[src/rtl/rob_active_list.sv]
// In-order retirement buffer (active list): allocates from decode, marks completions,
// retires up to COMMIT_W entries per cycle. Optional perf counters via NAND_ROB_PERF_EN.
module rob_active_list #(
  parameter int DEPTH    = 16,
  parameter int COMMIT_W = 2,
  parameter int AREG_W   = 2,
  parameter int PREG_W   = 4,
  parameter int IDX_W    = $clog2(DEPTH)
) (
  input  logic                       clk,
  input  logic                       n_rst,
  input  logic                       alloc_valid,
  output logic                       alloc_ready,
  input  logic                       alloc_has_dest,
  input  logic [AREG_W-1:0]          alloc_areg,
  input  logic [PREG_W-1:0]          alloc_preg,
  input  logic [PREG_W-1:0]          alloc_old_preg,
  input  logic                       alloc_is_halt,
  output logic [IDX_W-1:0]           alloc_idx,
  input  logic                       cmpl_valid,
  input  logic [IDX_W-1:0]           cmpl_idx,
  input  logic                       cmpl_mispredict,
  output logic [COMMIT_W-1:0]        commit_valid,
  output logic [COMMIT_W-1:0]        commit_has_dest,
  output logic [COMMIT_W*AREG_W-1:0] commit_areg,
  output logic [COMMIT_W*PREG_W-1:0] commit_preg,
  output logic [COMMIT_W*PREG_W-1:0] commit_old_preg,
  output logic                       flush,
  output logic                       empty,
  output logic                       halt
`ifdef NAND_ROB_PERF_EN
  ,
  output logic [31:0]                perf_full_cycles,
  output logic [31:0]                perf_retired
`endif
);

  localparam int CNT_W = IDX_W + 1;
  localparam logic [CNT_W-1:0] DEPTH_C = CNT_W'(DEPTH);

  typedef struct packed {
    logic              has_dest;
    logic [AREG_W-1:0] areg;
    logic [PREG_W-1:0] preg;
    logic [PREG_W-1:0] old_preg;
    logic              is_halt;
  } entry_t;

  entry_t            mem_q [DEPTH];
  logic [DEPTH-1:0]  done_q, done_d;
  logic [DEPTH-1:0]  mp_q, mp_d;
  logic [IDX_W-1:0]  head_q, head_d;
  logic [IDX_W-1:0]  tail_q, tail_d;
  logic [CNT_W-1:0]  count_q, count_d;
  logic              flush_q, flush_d;
  logic              halt_q, halt_d;

  logic              alloc_fire;
  logic              cmpl_ok;
  logic [IDX_W-1:0]  cmpl_off;
  logic [IDX_W-1:0]  lane_idx;
  logic              chain;
  logic [CNT_W-1:0]  ret_cnt;
  logic              mp_ret;
  logic              halt_ret;

  assign alloc_ready = (count_q != DEPTH_C) && !halt_q;
  assign alloc_fire  = alloc_valid && alloc_ready;
  assign alloc_idx   = tail_q;
  assign empty       = (count_q == '0);
  assign flush       = flush_q;
  assign halt        = halt_q;

  // Completions only land inside the occupied window head..head+count-1.
  assign cmpl_off = cmpl_idx - head_q;
  assign cmpl_ok  = cmpl_valid && !flush_q && ({1'b0, cmpl_off} < count_q);

  // NOTE: every always_comb output gets a default first, so no path leaves a latch.
  always_comb begin
    commit_valid    = '0;
    commit_has_dest = '0;
    commit_areg     = '0;
    commit_preg     = '0;
    commit_old_preg = '0;
    ret_cnt         = '0;
    mp_ret          = 1'b0;
    halt_ret        = 1'b0;
    lane_idx        = '0;
    chain           = !halt_q;
    for (int k = 0; k < COMMIT_W; k++) begin
      lane_idx = head_q + IDX_W'(k);
      if (chain && (CNT_W'(k) < count_q) && done_q[lane_idx]) begin
        commit_valid[k]                       = 1'b1;
        commit_has_dest[k]                    = mem_q[lane_idx].has_dest;
        commit_areg[k*AREG_W +: AREG_W]       = mem_q[lane_idx].areg;
        commit_preg[k*PREG_W +: PREG_W]       = mem_q[lane_idx].preg;
        commit_old_preg[k*PREG_W +: PREG_W]   = mem_q[lane_idx].old_preg;
        ret_cnt                               = ret_cnt + CNT_W'(1);
        if (mp_q[lane_idx])             mp_ret   = 1'b1;
        if (mem_q[lane_idx].is_halt)    halt_ret = 1'b1;
        // A retiring mispredict or halt closes the remaining lanes.
        chain = !mp_q[lane_idx] && !mem_q[lane_idx].is_halt;
      end else begin
        chain = 1'b0;
      end
    end
  end

  always_comb begin
    head_d  = head_q + IDX_W'(ret_cnt);
    tail_d  = tail_q;
    count_d = count_q - ret_cnt;
    done_d  = done_q;
    mp_d    = mp_q;
    flush_d = 1'b0;
    halt_d  = halt_q | halt_ret;
    if (cmpl_ok) begin
      done_d[cmpl_idx] = 1'b1;
      mp_d[cmpl_idx]   = cmpl_mispredict;
    end
    if (mp_ret) begin
      // Wrong path squashed: everything younger than the branch disappears,
      // including any instruction trying to allocate this cycle.
      tail_d  = head_d;
      count_d = '0;
      done_d  = '0;
      mp_d    = '0;
      flush_d = 1'b1;
    end else if (alloc_fire) begin
      tail_d         = tail_q + IDX_W'(1);
      count_d        = count_d + CNT_W'(1);
      done_d[tail_q] = 1'b0;
      mp_d[tail_q]   = 1'b0;
    end
  end

  // NOTE: sequential state uses non-blocking assignments so all registers update together.
  always_ff @(posedge clk) begin
    if (!n_rst) begin
      head_q  <= '0;
      tail_q  <= '0;
      count_q <= '0;
      done_q  <= '0;
      mp_q    <= '0;
      flush_q <= 1'b0;
      halt_q  <= 1'b0;
    end else begin
      head_q  <= head_d;
      tail_q  <= tail_d;
      count_q <= count_d;
      done_q  <= done_d;
      mp_q    <= mp_d;
      flush_q <= flush_d;
      halt_q  <= halt_d;
    end
  end

  // NOTE: the payload array has no reset; an entry is only read while occupied,
  // and occupancy is tracked by the reset pointers and done bits.
  always_ff @(posedge clk) begin
    if (alloc_fire && !mp_ret) begin
      mem_q[tail_q] <= '{has_dest: alloc_has_dest,
                         areg:     alloc_areg,
                         preg:     alloc_preg,
                         old_preg: alloc_old_preg,
                         is_halt:  alloc_is_halt};
    end
  end

`ifdef NAND_ROB_PERF_EN
  logic [31:0] perf_full_q, perf_full_d;
  logic [31:0] perf_ret_q, perf_ret_d;
  logic [32:0] perf_ret_sum;

  always_comb begin
    perf_full_d  = perf_full_q;
    perf_ret_sum = {1'b0, perf_ret_q} + 33'(ret_cnt);
    perf_ret_d   = perf_ret_sum[32] ? '1 : perf_ret_sum[31:0];
    if ((count_q == DEPTH_C) && (perf_full_q != '1)) perf_full_d = perf_full_q + 32'd1;
  end

  always_ff @(posedge clk) begin
    if (!n_rst) begin
      perf_full_q <= '0;
      perf_ret_q  <= '0;
    end else begin
      perf_full_q <= perf_full_d;
      perf_ret_q  <= perf_ret_d;
    end
  end

  assign perf_full_cycles = perf_full_q;
  assign perf_retired     = perf_ret_q;
`endif

endmodule
[config.mk]
export PLATFORM = sky130hd
export DESIGN_NAME = rob_active_list
export DESIGN_NICKNAME = d
export VERILOG_FILES = /design/src/rtl/rob_active_list.sv
export SDC_FILE = /design/constraint.sdc
export NUM_CORES = 1
export LEC_CHECK = 0
export BUFFER_PORTS_ARGS = -buffer_cell sky130_fd_sc_hd__buf_2
export CORE_ASPECT_RATIO = 1.4
export CORE_MARGIN = 3
export CORE_UTILIZATION = 30
export CTS_CLUSTER_DIAMETER = 200
export DETAILED_ROUTE_END_ITERATION = 12
export GPL_TIMING_DRIVEN = 0
export PLACE_DENSITY = 0.56
export SLEW_MARGIN = 20
export SYNTH_ARGS = -nofsm -noshare
export SYNTH_HDL_FRONTEND = slang
export SYNTH_SLANG_ARGS = --single-unit
[constraint.sdc]
create_clock -name clk -period 4.08 [get_ports clk]
set_input_delay 0.816 -clock clk [delete_from_list [all_inputs] [get_ports clk]]
set_output_delay 0.816 -clock clk [all_outputs]
set_load 0.1 [all_outputs]
**Word level (Yosys, flattened, before mapping)**

Memories as Yosys holds them, arrays and structs flattened. A register that Yosys moved wholly into a read port is not among the register bits.
Cells that the tools add are included.

- Muxes and demuxes: 45
- Reductions and logical operators: 20
- $add $sub $neg: 7
- Equal/unequal tests: 1
- Order comparisons: 9
- Bitwise operators: 6

Operator list:

| kind | count |
|---|---|
| 2-to-1 mux 16 bit | 4 |
| bitwise AND 16 bit | 2 |
| 2-to-1 mux 4 bit | 7 |
| 2-to-1 mux 1 bit | 23 |
| < comparator 4 x 5 -> 1 bit, second input constant | 4 |
| binary-select mux 1 bit (select 4 bit) | 4 |
| bitwise mux 16 bit | 1 |
| inverter 16 bit | 1 |
| OR 16 bit | 1 |
| logical AND 1 bit | 12 |
| adder 5 x 1 -> 5 bit, second input constant | 2 |
| < comparator 1 x 5 -> 1 bit, first input constant | 2 |
| 2-to-1 mux 5 bit | 2 |
| adder 4 x 1 -> 4 bit, second input constant | 2 |
| demux 1 bit (select 4 bit) | 2 |
| >= comparator 4 x 1 -> 1 bit, second input constant | 2 |
| logical NOT 1 bit | 5 |
| logical NOT 5 bit | 1 |
| < comparator 4 x 5 -> 1 bit | 1 |
| != test 5 bit, second input constant | 1 |
| subtractor 5 bit | 1 |
| adder 4 bit | 1 |
| 2-to-1 mux 2 bit | 2 |
| subtractor 4 bit | 1 |
| 4 further kinds | 4 |

- Input port bits: 21
- Logic and storage cells: 96
- Memories: 1
- Bits in writable memories: 192
- Output and inout bits: 32
- Register bits: 47

Memory list:

| memory | words | width | rd ports | clocked after memory_dff | write ports | RTL line | source |
|---|---|---|---|---|---|---|---|
| mem_q | 16 | 12 | 2 | 1 | 1 | 49 | `entry_t mem_q [DEPTH];` |

**Longest topological paths before layout**

- Depth after elaboration: 12
- Gate-level depth with buffers: 19

**Least setup slack after synthesis**

Ideal clock, no wire load.

- Path type: reg2reg
- From: reg head_q[0]
- To: reg count_q[4]
- Buffers on the path: 3
- Period minus slack after synthesis: 5.036 ns
- Setup slack: -0.956 ns
- Arrival time: 4.921 ns
- Cell stages (with the launch flop): 20
- Library setup time: 0.115 ns
- Data required time: 3.965 ns
- Cells stage by stage: dfxtp_1 > ha_1 > buf_2 > buf_2 > mux4_2 > a21oi_1 > a21oi_1 > nand3_1 > clkbuf_1 > inv_1 > ha_1 > ha_1 > inv_1 > fa_1 > ha_1 > nand2_1 > mux2_2 > o32ai_1 > xnor2_1 > nor2_1

- Longest elaborated chain between the ends: 11
- Elaborated cells on any way between the ends: 26

Ends and longest elaborated chain:

| what | RTL line | source |
|---|---|---|
| start, declared | 52 | `logic [IDX_W-1:0] head_q, head_d;` |
| start signal, assigned | 140 | `head_q <= '0;` |
| start signal, assigned | 148 | `head_q <= head_d;` |
| parallel branches: the longest is 11 deep, another holds adder 5 x 1 -> 5 bit | n/a |  |
| end signal, assigned | 150 | `count_q <= count_d;` |
| end, declared | 54 | `logic [CNT_W-1:0] count_q, count_d;` |

Parallel ways; which one is timed is not known. The select of a mux whose other input is x is not followed.
A chain may end at the register's enable or synchronous reset.

**Worst setup path after layout**

- From: reg head_q[1]
- To: reg count_q[4]

The elaborated chain is that of the path after synthesis.

==> results.md <==
* Remaining Overflow, GRT at 0
* Worst Setup Path Type: reg2reg
* Pwr/cell area at between 300 and 400 nW/um^2
* Number of ports placed on the die boundary at 53
* Number of antenna violations at the first check in global routing at 2
* Net count of the finished layout at between 800 and 900
* Fraction of layout instances using a drive strength above 1 at a little over two fifths
* Global-route wire length before repair at around 52,000 um
* Design Power at between 5000 and 6000 uW
* Leading post-synthesis cells by cell area: edfxtp_1 (49%), mux4_2 (25%), dfxtp_1 (8.0%), mux2i_1 (2.6%), nor3_1 (2.2%)
* Count of standard-cell rows at 85
* Minimum clock period after layout at ~4.2 ns
* Area share of the leading cell type in the synthesized netlist at 48.8%
* Worst EP arrival at ~4.6 ns
* Critical path required time at around 4.5 ns
* Final Cycle Share at 102%
* Final antenna diode count at 0
* Register-to-register path setup slack at -0.09 ns
* TritonCTS clock tree: built
* Ratio of routed vias to standard cells at about 5.4
* Worst-Margin Slew at about 0.78 ns
* Most common cell in the synthesized netlist: edfxtp_1
* Fraction of registers with async set/reset at 0%
* Reg2reg path depth at 18
* End of the critical path: count_q[4]
* Number of standard cells after synthesis at around 710
* Placed wire-length estimate at ~26,000 um
* Final setup margin at -0.0857 ns
* Final clock skew at a little over 0.009 ns
* RSZ-0062 raised after global routing: true
* Via count of the first global-routing pass at 7,675
* Area Growth Syn to Fin at 26.7%
* Final-report max-slew violation count at 0
* Switching component of the power at around 1200 uW
* Result of the run: finished with violations
* Routed Wire Length at 36,000 um
* Area of the core at between 30,000 and 40,000 um^2
* Final GP Congestion at approximately 0.84
* Max Clk Rate at ~240 MHz
* Violation count after the first detailed-routing iteration at roughly 670
* Netlist cell types at 44
* Cell area after technology mapping at between 10,000 and 15,000 um^2
* CTS Buf Count at 26
* Worst slew margin relative to its limit at 47.6%
* Highest fanout seen on the critical path at 5
* Global router's overall resource usage at between 10% and 20%
* Fraction of power spent switching nets at between 20 and 25%
* FILL cells at about 3,600
* H-tree lvl count at 1
* Largest net degree at the start of global routing at 17
* Starting Density at 30.5%
* Final setup violating endpoints at 3
* DRC Markers at 0
* Synth Flop Type: edfxtp_1
* X dimension of the die at 174 um
* Worst setup SP type: register
* Yosys reg bits at ~240
* Number of clock sinks seen by CTS at 239
* Worst voltage drop across the vdd grid at between 0.3 and 0.4 mV
* Combinational Power Share at 5.9%
* LEAKAGE at between 0.004 and 0.005 uW
* Launch instance of the worst register-to-register path: head_q[1]
* Root Buffer Master: clkbuf_16
* Worst R2R End: count_q[4]
* DIE AREA at between 40,000 and 50,000 um^2
* Post-synth top cells: edfxtp_1 (192), mux4_2 (132), nor3_1 (53), dfxtp_1 (47), nor2_1 (44)
* CP startpoint: head_q[1]
* Violations in the final reports: setup timing
* Cell taking the most area after synthesis: edfxtp_1
* Post-synthesis area per instance at between 15 and 20 um^2
* Max-cap viol count at 0
* Final hold violation count at 0
* Clock slew at the register clock pins of the worst setup and hold paths at 0.06 ns
* Portion of the post-synthesis area used by sequential elements at a little under three fifths
* DRT Pass-1 Iters at 5
* Worst setup EP type: register
* Insertion delay of the later-clocked pin in the worst-skew pair at roughly 0.53 ns
* Count of antenna-violating nets left after detailed routing at 0
* Die Span Y at between 200 and 250 um
* Cell Int Power at 4250 uW
* Seq pwr share at between 40% and 50%
* Footprint of the multi-input gates at ~5100 um^2
* Area occupied by registers at 6710 um^2
* Post-route worst hold slack at 0.510 ns
* Via Count at between 7,000 and 8,000
* Input/output buffers at 52
* Number of warnings issued by yosys at 0
* Net count of the mapped netlist at 747
* Maximum count of clock buffers along a single path at 3
* Class of the worst hold path: reg2reg
* Wire length per cell after detailed routing at 26.0 um
* Number of flops mapped to enable cells by yosys at about 190
* Part of the power in the clock network at 44.6%
-- cell usage in the layout, fill, tap and decap left out, types with 4 or more instances in the layout --
master	n
edfxtp_1	192
mux4_2	132
dfxtp_1	45
nor2_1	44
buf_4	43
buf_6	41
nor3_1	37
buf_2	35
clkbuf_16	31
mux2i_1	28
inv_1	17
nor3_2	16
nand2_1	14
and2_1	14
buf_12	13
ha_1	13
clkbuf_1	10
xnor2_1	9
nor2b_4	8
a21oi_1	7
clkbuf_8	7
nor4_1	6
clkinv_2	5
xor2_1	5
nand2b_1	5
mux2_2	4
o31ai_1	4
clkinv_1	4
bufinv_16	4
-- worst max-delay path: stages (launching register included) --
cell and delay [ns]:
dfxtp_4 0.37, buf_12 0.14, mux2i_1 0.11, mux4_2 0.52, or2_4 0.31, a211oi_4 0.32
nand3_2 0.17, clkbuf_16 0.20, clkinvlp_4 0.09, ha_4 0.21, ha_4 0.15, inv_2 0.05
fa_1 0.44, ha_2 0.21, nand2_4 0.06, mux2_4 0.31, o32ai_4 0.21, xnor2_1 0.14
nor2_1 0.05
-- sequential cells by signal, indices dropped and copies added, names as in the netlist --
| signal | flops |
|---|---|
| count_q | 5 |
| flush | 1 |
| alloc_idx | 4 |
| head_q | 4 |
| mem_q | 192 |
| mp_q | 16 |
| halt | 1 |
| done_q | 16 |
-- layer usage --
layer / share of wire [%] / vias up / GRT usage, % / routed length, um
li1: - / 3140 / - / -
met1: 39 / 3885 / 21.9 / 14200
met2: 50 / 340 / 29.7 / 17900
met3: 7.0 / 77 / 2.52 / 2500
met4: 3.9 / 4 / 5.66 / 1400
met5: 0.081 / - / 0 / 29
-- area by class of cell --
cell class | count | area share (%)
sequential | 239 | 44.9
tap | 522 | 4.36
inverter | 20 | 0.535
clock inverter | 16 | 1.23
clock buffer | 32 | 4.64
multi-input combinational | 399 | 34.0
timing repair buffer | 112 | 6.69
buffer | 46 | 3.66
-- stage by stage --
step | setup WS (ns) | setup TNS [ns] | util [%] | instance area [um^2] | std cells
3_3_place_gp | -1.36 | -279.48 | 33.1 | 12800 | 1280
2_1_floorplan | -0.443 | -4.58 | - | 11900 | 706
3_5_place_dp | -0.960 | -20.87 | 34.3 | 13300 | 1312
5_1_grt | -0.214 | -1.02 | 38.7 | 15000 | 1386
6_report | -0.0857 | -0.220 | 38.7 | 15000 | 1386
4_1_cts | -0.153 | -0.238 | 38.0 | 14700 | 1376
-- worst min-delay path by stage --
stage	to	slack [ns]	startpoint	cells past startpoint
finish	done_q[11]	0.51	done_q[11]	1
global route	done_q[11]	0.53	done_q[11]	1
CTS	done_q[8]	0.50	done_q[8]	1
detailed placement	done_q[8]	0.49	done_q[8]	1
global placement	done_q[8]	0.48	done_q[8]	1
floorplan	done_q[11]	0.45	done_q[11]	1
-- cell families (layout without fill, tap and decap cells) --
family / after synthesis / in the layout / synth area share [%]
XOR/XNOR: 16 / 16 / 1.35
AO/OA/AOI/OAI: 32 / 32 / 1.83
AND/OR/NAND/NOR: 163 / 163 / 6.81
adder cells (fa/ha/maj): 20 / 20 / 2.31
flip-flops: 239 / 239 / 56.8
multiplexers: 168 / 168 / 28.3
buffers and inverters: 68 / 226 / 2.64
-- power by group through the flow --
stage	Clock [uW]	Sequential [uW]	Combinational (uW)
3_5_place_dp	0	2740	303
4_1_cts	2460	2690	316
3_3_place_gp	0	2740	286
6_report	2420	2690	322
2_1_floorplan	0	2750	175
5_1_grt	2570	2690	345
-- repair_timing --
item	CTS	global route
pin swaps	3	9
setup buffers	18	9
cloned	0	1
setup endpoints to repair	48	30
hold buffers	0	0
gates resized for setup	132	35
No activity file was read; power rests on OpenSTA's default activity.
